### src/rtl/rf_wport_scheduler_if.sv
// Bundle of decode, writeback, long-unit and regfile write-port signals
// around the write-port scheduler.
interface rf_wport_scheduler_if #(
  parameter int CNT_W = 2
);
  logic [4:0]       dec_addr_a;
  logic [4:0]       dec_addr_b;
  logic [4:0]       dec_rd;
  logic             stall;
  logic             issue_en;
  logic             issue_long;
  logic             wb_en;
  logic [4:0]       wb_addr;
  logic [31:0]      wb_data;
  logic             lu_valid;
  logic [4:0]       lu_addr;
  logic [31:0]      lu_data;
  logic             lu_ready;
  logic             en_w;
  logic [4:0]       addr_w;
  logic [31:0]      data_w;
  logic [CNT_W-1:0] fifo_count;

  modport master (
    output dec_addr_a, dec_addr_b, dec_rd, issue_en, issue_long,
    output wb_en, wb_addr, wb_data, lu_valid, lu_addr, lu_data,
    input  stall, lu_ready, en_w, addr_w, data_w, fifo_count
  );

  modport slave (
    input  dec_addr_a, dec_addr_b, dec_rd, issue_en, issue_long,
    input  wb_en, wb_addr, wb_data, lu_valid, lu_addr, lu_data,
    output stall, lu_ready, en_w, addr_w, data_w, fifo_count
  );
endinterface

### src/rtl/rf_wport_scheduler.sv
// Arbitrates the single regfile write port between pipeline writeback and a
// queued long-latency unit, and tracks outstanding long results for hazard stalls.
module rf_wport_scheduler #(
  parameter int DEPTH = 2,
  parameter int CNT_W = 2
) (
  input logic                 clk,
  input logic                 rst,
  rf_wport_scheduler_if.slave bus
);
  localparam int PTR_W = (DEPTH > 1) ? $clog2(DEPTH) : 1;

  logic [4:0]       fifo_addr_q [DEPTH];
  logic [31:0]      fifo_data_q [DEPTH];
  logic [PTR_W-1:0] head_q, head_d;
  logic [PTR_W-1:0] tail_q, tail_d;
  logic [CNT_W-1:0] count_q, count_d;
  logic [31:0]      busy_q, busy_d;
  logic             empty;
  logic             ready;
  logic             push;
  logic             drain;

  always_comb begin
    empty = (count_q == '0);
    ready = (count_q != CNT_W'(DEPTH));
    push  = bus.lu_valid && ready;
    drain = !bus.wb_en && !empty;
  end

  // Writeback always owns the port; the FIFO head only gets idle cycles.
  always_comb begin
    bus.en_w   = 1'b0;
    bus.addr_w = 5'd0;
    bus.data_w = 32'd0;
    if (bus.wb_en) begin
      bus.en_w   = 1'b1;
      bus.addr_w = bus.wb_addr;
      bus.data_w = bus.wb_data;
    end else if (!empty) begin
      bus.en_w   = 1'b1;
      bus.addr_w = fifo_addr_q[head_q];
      bus.data_w = fifo_data_q[head_q];
    end
  end

  always_comb begin
    head_d  = head_q;
    tail_d  = tail_q;
    count_d = count_q;
    if (drain) head_d = head_q + PTR_W'(1);
    if (push)  tail_d = tail_q + PTR_W'(1);
    case ({push, drain})
      2'b10:   count_d = count_q + CNT_W'(1);
      2'b01:   count_d = count_q - CNT_W'(1);
      default: count_d = count_q;
    endcase
  end

  // Clear is applied before set so a same-cycle reissue keeps the register busy.
  always_comb begin
    busy_d = busy_q;
    if (drain) busy_d[fifo_addr_q[head_q]] = 1'b0;
    if (bus.issue_en && bus.issue_long && (bus.dec_rd != 5'd0))
      busy_d[bus.dec_rd] = 1'b1;
    busy_d[0] = 1'b0;
  end

  always_comb begin
    bus.stall      = busy_q[bus.dec_addr_a] | busy_q[bus.dec_addr_b] | busy_q[bus.dec_rd];
    bus.lu_ready   = ready;
    bus.fifo_count = count_q;
  end

  always_ff @(posedge clk) begin
    if (rst) begin
      head_q  <= '0;
      tail_q  <= '0;
      count_q <= '0;
      busy_q  <= '0;
    end else begin
      head_q  <= head_d;
      tail_q  <= tail_d;
      count_q <= count_d;
      busy_q  <= busy_d;
    end
  end

  always_ff @(posedge clk) begin
    if (push) begin
      fifo_addr_q[tail_q] <= bus.lu_addr;
      fifo_data_q[tail_q] <= bus.lu_data;
    end
  end
endmodule
### src/flat_wrapper.sv
// flat-port wrapper written by rule: the top's interface ports become plain ports
module rf_wport_scheduler_flat 
#(
  parameter int DEPTH = 2,
  parameter int CNT_W = 2
)
  (clk, rst, bus_dec_addr_a, bus_dec_addr_b, bus_dec_rd, bus_issue_en, bus_issue_long, bus_wb_en, bus_wb_addr, bus_wb_data, bus_lu_valid, bus_lu_addr, bus_lu_data, bus_stall, bus_lu_ready, bus_en_w, bus_addr_w, bus_data_w, bus_fifo_count);
  rf_wport_scheduler_if #(.CNT_W(CNT_W)) bus_i ();
  input logic clk;
  input logic rst;
  input wire logic [$bits(bus_i.dec_addr_a)-1:0] bus_dec_addr_a;
  input wire logic [$bits(bus_i.dec_addr_b)-1:0] bus_dec_addr_b;
  input wire logic [$bits(bus_i.dec_rd)-1:0] bus_dec_rd;
  input wire logic [$bits(bus_i.issue_en)-1:0] bus_issue_en;
  input wire logic [$bits(bus_i.issue_long)-1:0] bus_issue_long;
  input wire logic [$bits(bus_i.wb_en)-1:0] bus_wb_en;
  input wire logic [$bits(bus_i.wb_addr)-1:0] bus_wb_addr;
  input wire logic [$bits(bus_i.wb_data)-1:0] bus_wb_data;
  input wire logic [$bits(bus_i.lu_valid)-1:0] bus_lu_valid;
  input wire logic [$bits(bus_i.lu_addr)-1:0] bus_lu_addr;
  input wire logic [$bits(bus_i.lu_data)-1:0] bus_lu_data;
  output wire logic [$bits(bus_i.stall)-1:0] bus_stall;
  output wire logic [$bits(bus_i.lu_ready)-1:0] bus_lu_ready;
  output wire logic [$bits(bus_i.en_w)-1:0] bus_en_w;
  output wire logic [$bits(bus_i.addr_w)-1:0] bus_addr_w;
  output wire logic [$bits(bus_i.data_w)-1:0] bus_data_w;
  output wire logic [$bits(bus_i.fifo_count)-1:0] bus_fifo_count;
  assign bus_i.dec_addr_a = bus_dec_addr_a;
  assign bus_i.dec_addr_b = bus_dec_addr_b;
  assign bus_i.dec_rd = bus_dec_rd;
  assign bus_i.issue_en = bus_issue_en;
  assign bus_i.issue_long = bus_issue_long;
  assign bus_i.wb_en = bus_wb_en;
  assign bus_i.wb_addr = bus_wb_addr;
  assign bus_i.wb_data = bus_wb_data;
  assign bus_i.lu_valid = bus_lu_valid;
  assign bus_i.lu_addr = bus_lu_addr;
  assign bus_i.lu_data = bus_lu_data;
  assign bus_stall = bus_i.stall;
  assign bus_lu_ready = bus_i.lu_ready;
  assign bus_en_w = bus_i.en_w;
  assign bus_addr_w = bus_i.addr_w;
  assign bus_data_w = bus_i.data_w;
  assign bus_fifo_count = bus_i.fifo_count;
  rf_wport_scheduler #(.DEPTH(DEPTH), .CNT_W(CNT_W)) u_core (.clk(clk), .rst(rst), .bus(bus_i));
endmodule
### config.mk
export PLATFORM = sky130hd
export DESIGN_NAME = rf_wport_scheduler_flat
export DESIGN_NICKNAME = d
export VERILOG_FILES = /design/src/rtl/rf_wport_scheduler_if.sv /design/src/rtl/rf_wport_scheduler.sv /design/src/flat_wrapper.sv
export SDC_FILE = /design/constraint.sdc
export NUM_CORES = 1
export LEC_CHECK = 0
export ABC_AREA = 1
export ABC_CLOCK_PERIOD_IN_PS = 3600
export BUFFER_PORTS_ARGS = -buffer_cell sky130_fd_sc_hd__buf_2
export CAP_MARGIN = 15
export CORE_MARGIN = 3
export CORE_UTILIZATION = 54
export CTS_CLUSTER_SIZE = 12
export DETAILED_ROUTE_END_ITERATION = 12
export PLACE_DENSITY = 0.81
export SLEW_MARGIN = 10
export SYNTH_ARGS = -nofsm -noshare
export SYNTH_HDL_FRONTEND = slang
export SYNTH_SLANG_ARGS = --single-unit
### constraint.sdc
create_clock -name clk -period 3.6 [get_ports clk]
set_input_delay 0.36 -clock clk [delete_from_list [all_inputs] [get_ports clk]]
set_output_delay 0.36 -clock clk [all_outputs]
set_load 0.005 [all_outputs]
# After elaboration in Yosys (flattened, before gate mapping)
# Memories as Yosys holds them, arrays and structs flattened. A register that Yosys moved wholly into a read port is not among the register bits.
# Cells that the tools add are included.
[word_totals] mem_bits_rw=74 mem_count=2 ff_bits=36 inputBits=95
[mem_list] memory="u_core.fifo_data_q" words=2 width=32 rd=1 rd_ports_with_merged_regs=1 wr=1 line_no="rf_wport_scheduler.sv:14" rtl="logic [31:0] fifo_data_q [DEPTH];"
[mem_list] memory="u_core.fifo_addr_q" words=2 width=5 rd=1 rd_ports_with_merged_regs=1 wr=1 line_no="rf_wport_scheduler.sv:13" rtl="logic [4:0] fifo_addr_q [DEPTH];"
[op_classes] muxes=25 addsub=4 n_eq_ne=3 bitwise=5 magnitude_cmp=6 reduce_logical=11
[ops] op="$mux 32" count=4
[ops] op="$and 32x32->32" count=1
[ops] op="$not 32->32" count=1
[ops] op="$or 32x32->32" count=1
[ops] op="$lt 5x6->1 const B" count=4
[ops] op="$bmux 1 s5" count=3
[ops] op="$mux 1" count=13
[ops] op="$demux 1 s5" count=2
[ops] op="$ge 5x1->1 const B" count=2
[ops] op="$mux 5" count=2
[ops] op="$logic_and 1x1->1" count=6
[ops] op="$reduce_bool 5->1" count=1
[ops] op="$pmux 2 s2" count=1
[ops] op="$add 1x1->1 const B" count=2
[ops] op="$add 2x1->2 const B" count=1
[ops] op="$eq 2x1->1 const B" count=1
[ops] op="$eq 2x2->1 const B" count=1
[ops] op="$logic_not 1->1" count=2
[ops] op="$logic_not 2->1" count=1
[ops] op="$ne 2x2->1 const B" count=1
[ops] op="$or 1x1->1" count=2
[ops] op="$reduce_bool 2->1" count=1
[ops] op="$sub 2x1->2 const B" count=1

# Logic depth before layout (Yosys ltp)
# Gate-level depths: netlist of run 1.
[depth] word_depth=9 ltp_mapped=12 ltp_nobuf=11

# Least setup slack after synthesis of run 1
# OpenSTA, ideal clock, no wires.
[synth_path] kind="reg2reg" startpoint="reg u_core.count_q[0] (netlist: u_core.bus.fifo_count[0])" endpoint="mem u_core.fifo_addr_q[1][0], enable pin" path_stages_with_launch=5 synth_period_minus_slack_ns=2.705 t_arrival_ns=2.273 required_time_ns=3.167 slack_ns=0.895 setup_ns=0.433 path_cell_list="dfxtp_1 inv_1 nand2_1 nand2_1 nor2_1"
[synth_between] elab_chain_cells=4
[synth_rtl] item="start: declaration" line_no="rf_wport_scheduler.sv:17" rtl="logic [CNT_W-1:0] count_q, count_d;"
[synth_rtl] item="start signal: assignment" line_no="rf_wport_scheduler.sv:84" rtl="count_q <= count_d;"
[synth_rtl] item="$ne 2x2->1" line_no="rf_wport_scheduler.sv:26" rtl="ready = (count_q != CNT_W'(DEPTH));"
[synth_rtl] item="named net bus_lu_ready" line_no="flat_wrapper.sv:23" rtl="output wire logic [$bits(bus_i.lu_ready)-1:0] bus_lu_ready;"
[synth_rtl] item="$logic_and 1x1->1" line_no="rf_wport_scheduler.sv:27" rtl="push = bus.lu_valid && ready;"
[synth_rtl] item="$mux 1" line_no="rf_wport_scheduler.sv:90" rtl="if (push) begin"
[synth_rtl] item="$mux 1 (implied by the code)" line_no="rf_wport_scheduler.sv:91" rtl="fifo_addr_q[tail_q] <= bus.lu_addr;"
[synth_rtl] item="end: declaration" line_no="rf_wport_scheduler.sv:13"
# The timed path passes the listed nets, and every way through them passes these cells.

==> metrics.md, run 1 <==
| Metric | Value |
|---|---|
| Status | `finished, final reports clean` |
| Dpl cells | `894` |
| Total number of vias | `4,996` |
| Post-layout net count | `868` |
| Row count | `36` |
| Largest net degree at the start of global routing | `40` |
| GRT Total Usage | `0.253` |
| Die Ht | `107 µm` |
| Commonest register cell after synthesis | `edfxtp_1` |
| Post-CTS Setup Bufs | `0` |
| CP arrival | `2000 ps` |
| Final Skew | `17.2 ps` |
| CP max stage cell | `dfxtp_2` |
| Skew-Pair Late Insertion Delay | `370 ps` |
| Critical path class | `reg -> out` |
| Worst R2R Path Depth | `4` |
| CTS Hold Bufs | `0` |
| CTS clk-pin slew, worst paths | `110 ps` |
| Via/cell ratio | `5.49` |
| Clock sinks | `110` |
| Max incr delay on CP | `690 ps` |
| Starting density of the core | `0.561` |
| Post-DP HPWL | `10.7 mm` |
| Global-route wire length before repair | `23.2 mm` |
| PwrDens | `459 mW/mm²` |
| Antenna Nets Post-Route | `0` |
| Async set or reset register ratio after synthesis | `0` |
| Worst path required time | `3240 ps` |
| Cell Area, Placed | `0.00630 mm²` |
| Post-DR wirelength/cell | `15.8 µm` |
| Post-route DRC | `0` |
| Sequential share of the synthesized area | `0.529` |
| Crit-path max FO | `20` |
| Syn-to-layout area delta | `16.8%` |
| Placer Congestion | `0.968` |
| First-pass iteration count of the detailed router | `6` |
| Library cells used by synthesis | `29` |
| Iter 0 DRT Violations | `389` |
| Maximum vdd drop | `403 µV` |
| Bufs on Longest Clock Path | `2` |
| Non-Filler Instances | `910` |
| Reg-to-Reg End | `u_core.fifo_data_q[1][23]` |
| Chip Width | `107 µm` |
| I/O Buffers | `136` |
| CTS tree | `built` |
| Synthesis-stage register bit count | `110` |
| Share of layout cells above drive strength 1 | `0.216` |
| Post-Syn Area | `0.00556 mm²` |
| Endpoint type of the worst setup path | `output pin` |
| Max Fclk | `0.423 GHz` |
| Reg-to-reg startpoint | `u_core.bus.fifo_count[0]` |
| Synthesized instance count | `649` |
| I/O pin count | `137` |
| RSZ-0062 raised after global routing | `no` |
| Static Leak | `2.73 nW` |
| Filler Cell Count | `831` |
| Min cycle time layout | `2360 ps` |
| Final setup vio count | `0` |
| Worst slew margin | `0.268` |
| Worst path cell trace | `buf_4 > mux2i_1 > o21ai_0 > buf_2` |
| Die footprint | `0.0115 mm²` |
| Final Cycle Share | `0.656` |
| Worst-Margin Slew | `1100 ps` |
| HP Start | `bus_lu_data[10]` |
| Core Region | `0.00991 mm²` |
| Max Cap Viol | `0` |
| Post_cts resized | `0` |
| GRT overflow | `0` |
| Final total negative setup slack | `0 ps` |
| Yosys warning count | `0` |
| Number of buffers created by CTS | `9` |
| Syn_nets | `745` |
| Final Instance Area | `0.00649 mm²` |
| Reg2reg setup slack | `1550 ps` |
| Worst Hold Class | `in -> reg` |
| Fin. Hold Viols | `0` |
| Startpoint Class | `register` |
| Vias in the first global route | `4,810` |
| Hold EP | `u_core.fifo_data_q[0][10]` |
| Initial antenna violation count | `0` |
| Final WL | `14.4 mm` |
| Diodes inserted | `0` |
| CTS Root Cell | `clkbuf_8` |
| Avg Cell Area, Syn | `8.57 µm²` |
| Cell depth of the worst min-delay path | `1` |
| Slew Viols, Final | `0` |
| Post-synth EDFFs | `74` |
| H-tree levels | `3` |
[stage by stage]
step	hold WS [ps]	power (W)	util	worst slack (ps)
6_report	176	0.00298	0.655	1240
5_1_grt	162	0.00312	0.655	1080
4_1_cts	169	0.00299	0.655	1200
3_5_place_dp	470	0.00226	0.636	1330
3_3_place_gp	459	0.00223	0.636	1470
2_1_floorplan	450	0.00200	-	895
[registers in the layout, indices dropped and copies added, names as in the netlist, named ones only]
signal / cells
u_core.fifo_data_q: 64
u_core.busy_q: 31
u_core.fifo_addr_q: 10
u_core.head_q: 1
u_core.tail_q: 1
u_core.bus.fifo_count: 2
[power by group]
part | internal [W] | switching (W) | leakage (nW)
logic | 0.000252 | 0.000440 | 1.64
clock network | 0.000329 | 0.000421 | 0.101
registers | 0.00147 | 0.0000611 | 0.983
total | 0.00206 | 0.000922 | 2.73
[layout by cell type (no fill, tap or decap), drive strengths merged, types with 3 or more instances in the layout]
cell / n
a21oi: 39
nor2: 26
inv: 69
nand3: 61
nor3b: 3
o21ai: 77
nor3: 9
dfxtp: 36
edfxtp: 74
clkbuf: 10
o211ai: 8
mux2i: 32
buf: 137
clkinv: 3
nand2: 189
[cell families after synthesis]
family	synth area share
AND/OR/NAND/NOR	0.224
AO/OA/AOI/OAI	0.118
flip-flops	0.529
buffers and inverters	0.0686
multiplexers	0.0576
adder cells (fa/ha/maj)	0.00225
[worst max-delay path: cells and delay by family, from the launching register on]
family / cells / cell delay [ps]
AOI/OAI and AO/OA: 1 / 90
buffers and inverters: 2 / 590
DFF: 1 / 690
muxes: 1 / 270
[layout make-up]
class | count | area, µm² | share of cell area
inverter | 67 | 251 | 0.0387
multi-input combinational | 447 | 2250 | 0.346
timing repair buffer | 137 | 688 | 0.106
tap | 133 | 166 | 0.0256
clock inverter | 6 | 67.6 | 0.0104
sequential | 110 | 2940 | 0.453
clock buffer | 10 | 128 | 0.0196
[Yosys cell counts, types with 9 or more instances]
cell,number,share of area
nor3_1,9,0.0081
edfxtp_1,74,0.40
o21ai_0,67,0.060
nand2_1,187,0.13
inv_1,62,0.042
mux2i_1,32,0.058
dfxtp_1,36,0.13
a21oi_1,39,0.035
clkbuf_1,11,0.0074
nor2_1,22,0.015
nand3_1,59,0.053
[routing by layer]
layer / GRT usage / wire (µm) / share of wire
met2: 0.434 / 7130 / 0.50
met5: 0 / 0 / 0
met4: 0.0739 / 268 / 0.019
met3: 0.0432 / 1180 / 0.082
met1: 0.329 / 5810 / 0.40
[how the worst max path moves through the flow]
stage	to	cells past startpoint	start
5_1_grt	bus_data_w[31]	4	register
3_3_place_gp	bus_data_w[1]	5	bus_wb_en
6_report	bus_data_w[15]	4	register
3_5_place_dp	bus_data_w[22]	5	bus_wb_en
2_1_floorplan	u_core.fifo_addr_q[1][0]	4	u_core.bus.fifo_count[0]
4_1_cts	bus_data_w[15]	4	register
(Power assumes the default switching activity.)
==> run 2, diff against run 1 <==
--- a/config.mk
+++ b/config.mk
@@ -5,15 +5,15 @@
 export SDC_FILE = /design/constraint.sdc
 export NUM_CORES = 1
 export LEC_CHECK = 0
-export ABC_AREA = 1
-export ABC_CLOCK_PERIOD_IN_PS = 3600
+export ABC_AREA = 0
+export ABC_CLOCK_PERIOD_IN_PS = 2200
 export BUFFER_PORTS_ARGS = -buffer_cell sky130_fd_sc_hd__buf_2
 export CAP_MARGIN = 15
 export CORE_MARGIN = 3
-export CORE_UTILIZATION = 54
+export CORE_UTILIZATION = 53
 export CTS_CLUSTER_SIZE = 12
 export DETAILED_ROUTE_END_ITERATION = 12
-export PLACE_DENSITY = 0.81
+export PLACE_DENSITY = 0.8
 export SLEW_MARGIN = 10
 export SYNTH_ARGS = -nofsm -noshare
 export SYNTH_HDL_FRONTEND = slang
==> constraint.sdc (replaced) <==
create_clock -name clk -period 2.2 [get_ports clk]
set_input_delay 0.22 -clock clk [delete_from_list [all_inputs] [get_ports clk]]
set_output_delay 0.22 -clock clk [all_outputs]
set_load 0.005 [all_outputs]
==> metrics.md, run 2 <==
| Metric | Value |
|---|---|
| Reg with most FFs | `u_core.fifo_data_q` |
| Yosys warning count | `0 (unchanged)` |
| Post-synth EDFFs | `74 (unchanged)` |
| Status | `finished with violations` |
| Top Registers | `u_core.fifo_data_q (64), u_core.busy_q (31), u_core.fifo_addr_q (10)` |
| Worst path cell trace | `mux4_1 > nor3_1 > a2111o_1 > a21oi_1 > or4_1 > buf_2` |
| Post-route DRC | `0 (unchanged)` |
| Global-route wire length before repair | `21.9 mm (-5.6%)` |
| CTS clk-pin slew, worst paths | `100 ps (about the same)` |
| Diodes inserted | `0 (unchanged)` |
| Reg-to-reg startpoint | `u_core.bus.fifo_count[0]` |
| RSZ-0062 raised after global routing | `yes` |
| Most frequent cells in the layout | `buf_2 (136), nand2_1 (85), edfxtp_1 (74), o21ai_0 (69), mux2i_1 (45)` |
| Clk pwr share | `0.209 (-0.043)` |
| Synth top area share | `0.414 (+0.0143)` |
| Hold EP | `u_core.fifo_data_q[1][1]` |
| Endpoint type of the worst setup path | `output pin` |
| Min cycle time layout | `2460 ps` |
| Async set or reset register ratio after synthesis | `0 (unchanged)` |
| Maximum vdd drop | `490 µV (+21%)` |
| Final Skew | `7.94 ps (-9.25 ps)` |
| Most frequent cell after synthesis | `nand2_1` |
| Syn-to-layout area delta | `20.3%` |
| I/O pin count | `137 (unchanged)` |
| Area leader, netlist | `edfxtp_1` |
| Library cells used by synthesis | `47 (+62%)` |
| Gate power share | `0.288 (+0.056)` |
| Largest net degree at the start of global routing | `39 (-2.5%)` |
| Crit. Startpoint | `u_core.busy_q[25]` |
| Max Cap Viol | `0 (unchanged)` |
| Avg Cell Area, Syn | `11.1 µm² (+30%)` |
| CP max stage cell | `mux4_1` |
| Via/cell ratio | `5.88 (+7.1%)` |
| Chip Width | `107 µm (-0.77%)` |
| Most common cell after layout, fill and taps aside | `buf_2` |
| Total number of vias | `4,455 (-11%)` |
| Die Ht | `107 µm (-0.77%)` |
| Synth area leaders | `edfxtp_1 (41%), dfxtp_1 (13%), mux2i_1 (8.4%)` |
| I/O Buffers | `136 (unchanged)` |
| Starting density of the core | `0.547 (-0.0143)` |
| GRT Total Usage | `0.245 (-0.00794)` |
| Share of layout cells above drive strength 1 | `0.330 (+0.113)` |
| Switching power as a share of total power | `0.321 (+0.0112)` |
| Iter 0 DRT Violations | `321 (-17%)` |
| CP arrival | `2240 ps (+240 ps)` |
| Non-Filler Instances | `758 (-17%)` |
| CTS Root Cell | `clkbuf_8` |
| Final worst slack | `-257 ps (-1490 ps)` |
| Filler Cell Count | `768 (-7.6%)` |
| Startpoint Class | `register` |
| Flop pwr share | `0.503 (-0.013)` |
| Total net switching power | `0.00169 W (+83%)` |
| Commonest register cell after synthesis | `edfxtp_1` |
| Critical path class | `reg -> out` |
| Final Cycle Share | `1.12` |
| Final Util | `0.658 (+0.00245)` |
| Die footprint | `0.0114 mm² (-1.5%)` |
| Number of buffers created by CTS | `9 (unchanged)` |
| HP Start | `bus_lu_data[1]` |
| H-tree levels | `3 (unchanged)` |
| PwrDens | `815 mW/mm² (+78%)` |
| Vias in the first global route | `4,469 (-7.1%)` |
| Crit-path max FO | `4 (-80%)` |
| Worst Path Buf+Inv | `1 (-1)` |
| Final total negative setup slack | `-257 ps (-257 ps)` |
| Final WL | `13.5 mm (-6.0%)` |
| Violated checks | `negative setup slack` |
| Static Leak | `2.45 nW (-10%)` |
| Worst-Margin Slew | `680 ps (-416 ps)` |
| CTS tree | `built` |
| Post-DR wirelength/cell | `17.8 µm (+13%)` |
| Post-DP HPWL | `10.0 mm (-6.7%)` |
| Worst path required time | `1980 ps (-1260 ps)` |
| Clock sinks | `110 (unchanged)` |
| Antenna Nets Post-Route | `0 (unchanged)` |
| Bufs on Longest Clock Path | `2 (unchanged)` |
| Sequential share of the synthesized area | `0.548 (+0.0189)` |
| Placement Setup Slack | `-16.4 ps (-1340 ps)` |
| Placer Congestion | `0.966 (-0.17%)` |
| Worst slew margin | `0.544 (+0.276)` |
| Syn_nets | `578 (-22%)` |
| GRT overflow | `0 (unchanged)` |
| Largest delay share family, worst path | `simple AND/OR/NAND/NOR gates` |
| Dpl cells | `740 (-17%)` |
| Worst Hold Class | `in -> reg` |
| Commonest cells in the netlist | `nand2_1 (85), edfxtp_1 (74), o21ai_0 (69)` |
| Reg-to-Reg End | `u_core.bus.fifo_count[1]` |
| Row count | `36 (unchanged)` |
| Fin. Hold Viols | `0 (unchanged)` |
| Final setup vio count | `1 (+1)` |
| Post-Syn Area | `0.00537 mm² (-3.4%)` |
| Post-layout net count | `716 (-18%)` |
| Reg2reg setup slack | `400 ps (-1150 ps)` |
| Max FFs per register | `64 (unchanged)` |
| Synthesis-stage register bit count | `110 (unchanged)` |
| Max Fclk | `0.407 GHz` |
| Internal | `0.00358 W (+74%)` |
| Cell depth of the worst min-delay path | `1 (unchanged)` |
| Synthesized instance count | `482 (-26%)` |
| Worst R2R Path Depth | `6 (+2)` |
| First-pass iteration count of the detailed router | `6 (unchanged)` |
| Core Region | `0.00982 mm² (-0.91%)` |
| Max incr delay on CP | `520 ps (-170 ps)` |
| Initial antenna violation count | `0 (unchanged)` |
| Skew-Pair Late Insertion Delay | `360 ps (about the same)` |
| Slew Viols, Final | `0 (unchanged)` |
[run 2: cell count changes after synthesis, moves of 5 or more]
cell      change
nand2b_1      +6
mux2i_1      +13
clkbuf_1      +5
nand2_1     -102
o211ai_1      -6
nand3_1      -52
inv_1        -56
mux4_2       +15
o21ai_1       -7
nor2_1        -6
[run 2: area by class of cell]
| class | instances | area, µm² | area share |
|---|---|---|---|
| flip-flops and latches | 110 | 2960 | 0.459 |
| multi-input cells | 339 | 2290 | 0.354 |
| repair buffers | 154 | 841 | 0.130 |
| well taps | 133 | 166 | 0.0258 |
| clock buffers | 11 | 131 | 0.0203 |
| clock inverters | 5 | 45.0 | 0.00697 |
| inverters | 6 | 22.5 | 0.00349 |
[run 2: cells by family after synthesis]
logic type,synth area share
compound gates,0.127
flops,0.548
xor+xnor,0.00653
simple gates,0.119
fa+ha+maj,0.00233
mux,0.168
buf+inv,0.0287
[run 2: through the flow]
step | hold WS, ps | cell area, µm² | total power [W]
4_1_cts | 17.9 | 6460 | 0.00531
6_report | 36.5 | 6460 | 0.00527
2_1_floorplan | 319 | 5370 | 0.00358
5_1_grt | 7.54 | 6460 | 0.00557
3_5_place_dp | 411 | 6240 | 0.00421
3_3_place_gp | 408 | 6240 | 0.00415
[run 2: worst max path at each step]
| stage | endpoint | cells after the start |
|---|---|---|
| 4_1_cts | bus_stall | 6 |
| 5_1_grt | bus_stall | 6 |
| 3_5_place_dp | bus_stall | 7 |
| 3_3_place_gp | bus_stall | 7 |
| 6_report | bus_stall | 6 |
| 2_1_floorplan | u_core.fifo_addr_q[0][0] | 3 |
[run 2: metal layers]
layer	GRT usage	routed length (µm)	up-vias
met1	0.305	5240	2105
met2	0.415	6740	242
li1	-	-	2070
met5	0	0	-
met3	0.0572	1170	38
met4	0.0968	365	0
[run 2: what timing repair did]
action	CTS	global route
endpoints found under the setup margin	1	9
hold buffers	0	0
hold endpoints to repair	0	0
buffers inserted	2	0
pin swaps	2	1
gates resized for setup	16	2
[run 2: power groups by stage]
stage	clock (W)	sequential, W	combinational [W]
finish	0.00110	0.00265	0.00152
global route	0.00121	0.00268	0.00168
CTS	0.00113	0.00265	0.00153
detailed placement	0	0.00269	0.00152
global placement	0	0.00267	0.00148
floorplan	0	0.00264	0.000942
==> run 3, diff against run 2 <==
--- a/config.mk
+++ b/config.mk
@@ -5,15 +5,15 @@
 export SDC_FILE = /design/constraint.sdc
 export NUM_CORES = 1
 export LEC_CHECK = 0
-export ABC_AREA = 0
+export ABC_AREA = 1
 export ABC_CLOCK_PERIOD_IN_PS = 2200
 export BUFFER_PORTS_ARGS = -buffer_cell sky130_fd_sc_hd__buf_2
 export CAP_MARGIN = 15
 export CORE_MARGIN = 3
-export CORE_UTILIZATION = 53
+export CORE_UTILIZATION = 54
 export CTS_CLUSTER_SIZE = 12
 export DETAILED_ROUTE_END_ITERATION = 12
-export PLACE_DENSITY = 0.8
+export PLACE_DENSITY = 0.81
 export SLEW_MARGIN = 10
 export SYNTH_ARGS = -nofsm -noshare
 export SYNTH_HDL_FRONTEND = slang
==> constraint.sdc (replaced) <==
create_clock -name clk -period 2.2 [get_ports clk]
set_input_delay 0.22 -clock clk [delete_from_list [all_inputs] [get_ports clk]]
set_output_delay 0.22 -clock clk [all_outputs]
set_load 0.01 [all_outputs]
==> metrics.md, run 3 (synthesis results as in run 1) <==
| Metric | Value |
|---|---|
| CP max stage cell | `dfxtp_2` |
| Syn-to-layout area delta | `18.5%` |
| Worst path required time | `1980 ps (about the same)` |
| Worst Hold Class | `in -> reg` |
| Skew-Pair Late Insertion Delay | `370 ps (about the same)` |
| Maximum vdd drop | `494 µV (+0.89%)` |
| Reg2reg setup slack | `500 ps (+100 ps)` |
| Largest delay share family, worst path | `buffers and inverters` |
| Number of buffers created by CTS | `9 (unchanged)` |
| Chip Width | `107 µm (+0.77%)` |
| Antenna Nets Post-Route | `0 (unchanged)` |
| Final total negative setup slack | `0 ps (+257 ps)` |
| Most common cell after layout, fill and taps aside | `nand2_1` |
| Worst Path Buf+Inv | `3 (+2)` |
| Share of layout cells above drive strength 1 | `0.228 (-0.101)` |
| Post-route DRC | `0 (unchanged)` |
| Reg with most FFs | `u_core.fifo_data_q` |
| Vias in the first global route | `4,829 (+8.1%)` |
| CTS tree | `built` |
| Reg-to-reg startpoint | `u_core.bus.fifo_count[0]` |
| Startpoint Class | `register` |
| Max FFs per register | `64 (unchanged)` |
| Final Skew | `12.2 ps (+4.30 ps)` |
| Worst slew margin | `0.583 (+0.0392)` |
| Total number of vias | `5,095 (+14%)` |
| Crit-path max FO | `8 (+4)` |
| Post-DP HPWL | `11.4 mm (+14%)` |
| PwrDens | `740 mW/mm² (-9.3%)` |
| GRT Total Usage | `0.267 (+0.0223)` |
| Global-route wire length before repair | `24.1 mm (+10%)` |
| Fin. Hold Viols | `0 (unchanged)` |
| Max Cap Viol | `0 (unchanged)` |
| Row count | `36 (unchanged)` |
| Die Ht | `107 µm (+0.77%)` |
| Largest net degree at the start of global routing | `39 (unchanged)` |
| Status | `finished, final reports clean` |
| Static Leak | `2.78 nW (+13%)` |
| Max incr delay on CP | `460 ps (-60 ps)` |
| Initial antenna violation count | `0 (unchanged)` |
| Core Region | `0.00991 mm² (+0.92%)` |
| Placer Congestion | `1.01 (+4.5%)` |
| Post-layout net count | `879 (+23%)` |
| Final Util | `0.665 (+0.00715)` |
| Endpoint type of the worst setup path | `output pin` |
| Area of the multi-input gates | `0.00225 mm² (-1.7%)` |
| Max Fclk | `0.505 GHz (+24%)` |
| Worst-Margin Slew | `626 ps (-54.2 ps)` |
| Final setup vio count | `0 (-1)` |
| Clock sinks | `110 (unchanged)` |
| RSZ-0062 raised after global routing | `no` |
| Diodes inserted | `0 (unchanged)` |
| Hold EP | `u_core.fifo_data_q[0][4]` |
| Final worst slack | `221 ps (+478 ps)` |
| I/O pin count | `137 (unchanged)` |
| Worst path cell trace | `buf_4 > nand2_1 > nand2_1 > inv_1 > o21ai_0 > buf_2` |
| CTS clk-pin slew, worst paths | `110 ps (about the same)` |
| Final WL | `15.1 mm (+12%)` |
| Cell Area, Placed | `0.00641 mm² (+2.7%)` |
| Post-DR wirelength/cell | `16.4 µm (-7.8%)` |
| Most frequent cells in the layout | `nand2_1 (187), buf_2 (136), edfxtp_1 (74), o21ai_0 (67), inv_1 (62)` |
| Die footprint | `0.0115 mm² (+1.6%)` |
| Iter 0 DRT Violations | `528 (+64%)` |
| Cell depth of the worst min-delay path | `1 (unchanged)` |
| Bufs on Longest Clock Path | `2 (unchanged)` |
| CP arrival | `1760 ps (-480 ps)` |
| Min cycle time layout | `1980 ps (-478 ps)` |
| First-pass iteration count of the detailed router | `6 (unchanged)` |
| I/O Buffers | `136 (unchanged)` |
| H-tree levels | `3 (unchanged)` |
| Filler Cell Count | `844 (+9.9%)` |
| Top Registers | `u_core.fifo_data_q (64), u_core.busy_q (31), u_core.fifo_addr_q (10)` |
| Seq. cell area | `0.00294 mm² (-0.68%)` |
| CTS Root Cell | `clkbuf_8` |
| Critical path class | `reg -> out` |
| Placement Setup Slack | `450 ps (+467 ps)` |
| HP Start | `bus_lu_data[4]` |
| CP most frequent cell | `nand2_1` |
| Final Instance Area | `0.00659 mm² (+2.0%)` |
| Via/cell ratio | `5.53 (-5.9%)` |
| GRT overflow | `0 (unchanged)` |
| Slew Viols, Final | `0 (unchanged)` |
| Power Total | `0.00487 W (-7.5%)` |
| Worst R2R Path Depth | `9 (+3)` |
| Reg-to-Reg End | `u_core.bus.fifo_count[1]` |
| Final Cycle Share | `0.900 (-0.217)` |
| Starting density of the core | `0.561 (+0.0143)` |
[run 3: through the flow]
stage | cells | hold WS, ps
2_1_floorplan | 649 | 319
3_5_place_dp | 905 | 411
6_report | 921 | 27.1
4_1_cts | 921 | 12.5
3_3_place_gp | 905 | 408
5_1_grt | 921 | 3.50
[run 3: metal layers]
layer  part of all wire  up-vias  global-route usage
li1                   -     2457                   -
met1               0.40     2365               0.355
met2               0.50      253               0.456
met3              0.088       20              0.0474
met4              0.014        0              0.0667
met5                  0        -                   0
[run 3: how the worst max path moves through the flow]
stage / startpoint / end / slack, ps / cells past startpoint
after CTS: u_core.bus.fifo_count[1] / bus_data_w[10] / 90 / 5
after floorplan: u_core.bus.fifo_count[0] / u_core.fifo_addr_q[1][0] / 10 / 4
final: register / bus_addr_w[3] / 220 / 6
after global placement: bus_dec_addr_a[0] / bus_stall / 500 / 12
after global routing: register / bus_addr_w[4] / 50 / 6
after detailed placement: u_core.bus.fifo_count[0] / u_core.busy_q[3] / 450 / 7
[run 3: timing repair]
item,CTS,global route
resized for setup,0,2
endpoints found under the setup margin,0,25
hold buffers,0,0
buffers inserted,0,0
[run 3: layout make-up]
type	count	share of cell area
multi-input cells	447	0.341
repair buffers	148	0.121
flip-flops and latches	110	0.447
well taps	133	0.0253
inverters	67	0.0385
clock buffers	9	0.0188
clock inverters	7	0.00854
[run 3: worst register-to-register path, cell delays in order, from the launching register on]
cell     delay, ps
dfxtp_1        450
inv_1           90
nand2_1        100
nand2_1        170
ha_1           350
inv_1           70
nand2_1         50
nor2_1         120
nand2_1         60
nor3b_1        130
[run 3: where the power goes]
part           leakage (nW)  internal (W)  switching, W  total, W
combinational          1.71      0.000457      0.000806   0.00126
sequential            0.983       0.00241     0.0000801   0.00249
clock                0.0858      0.000426      0.000694   0.00112
total                  2.78       0.00329       0.00158   0.00487
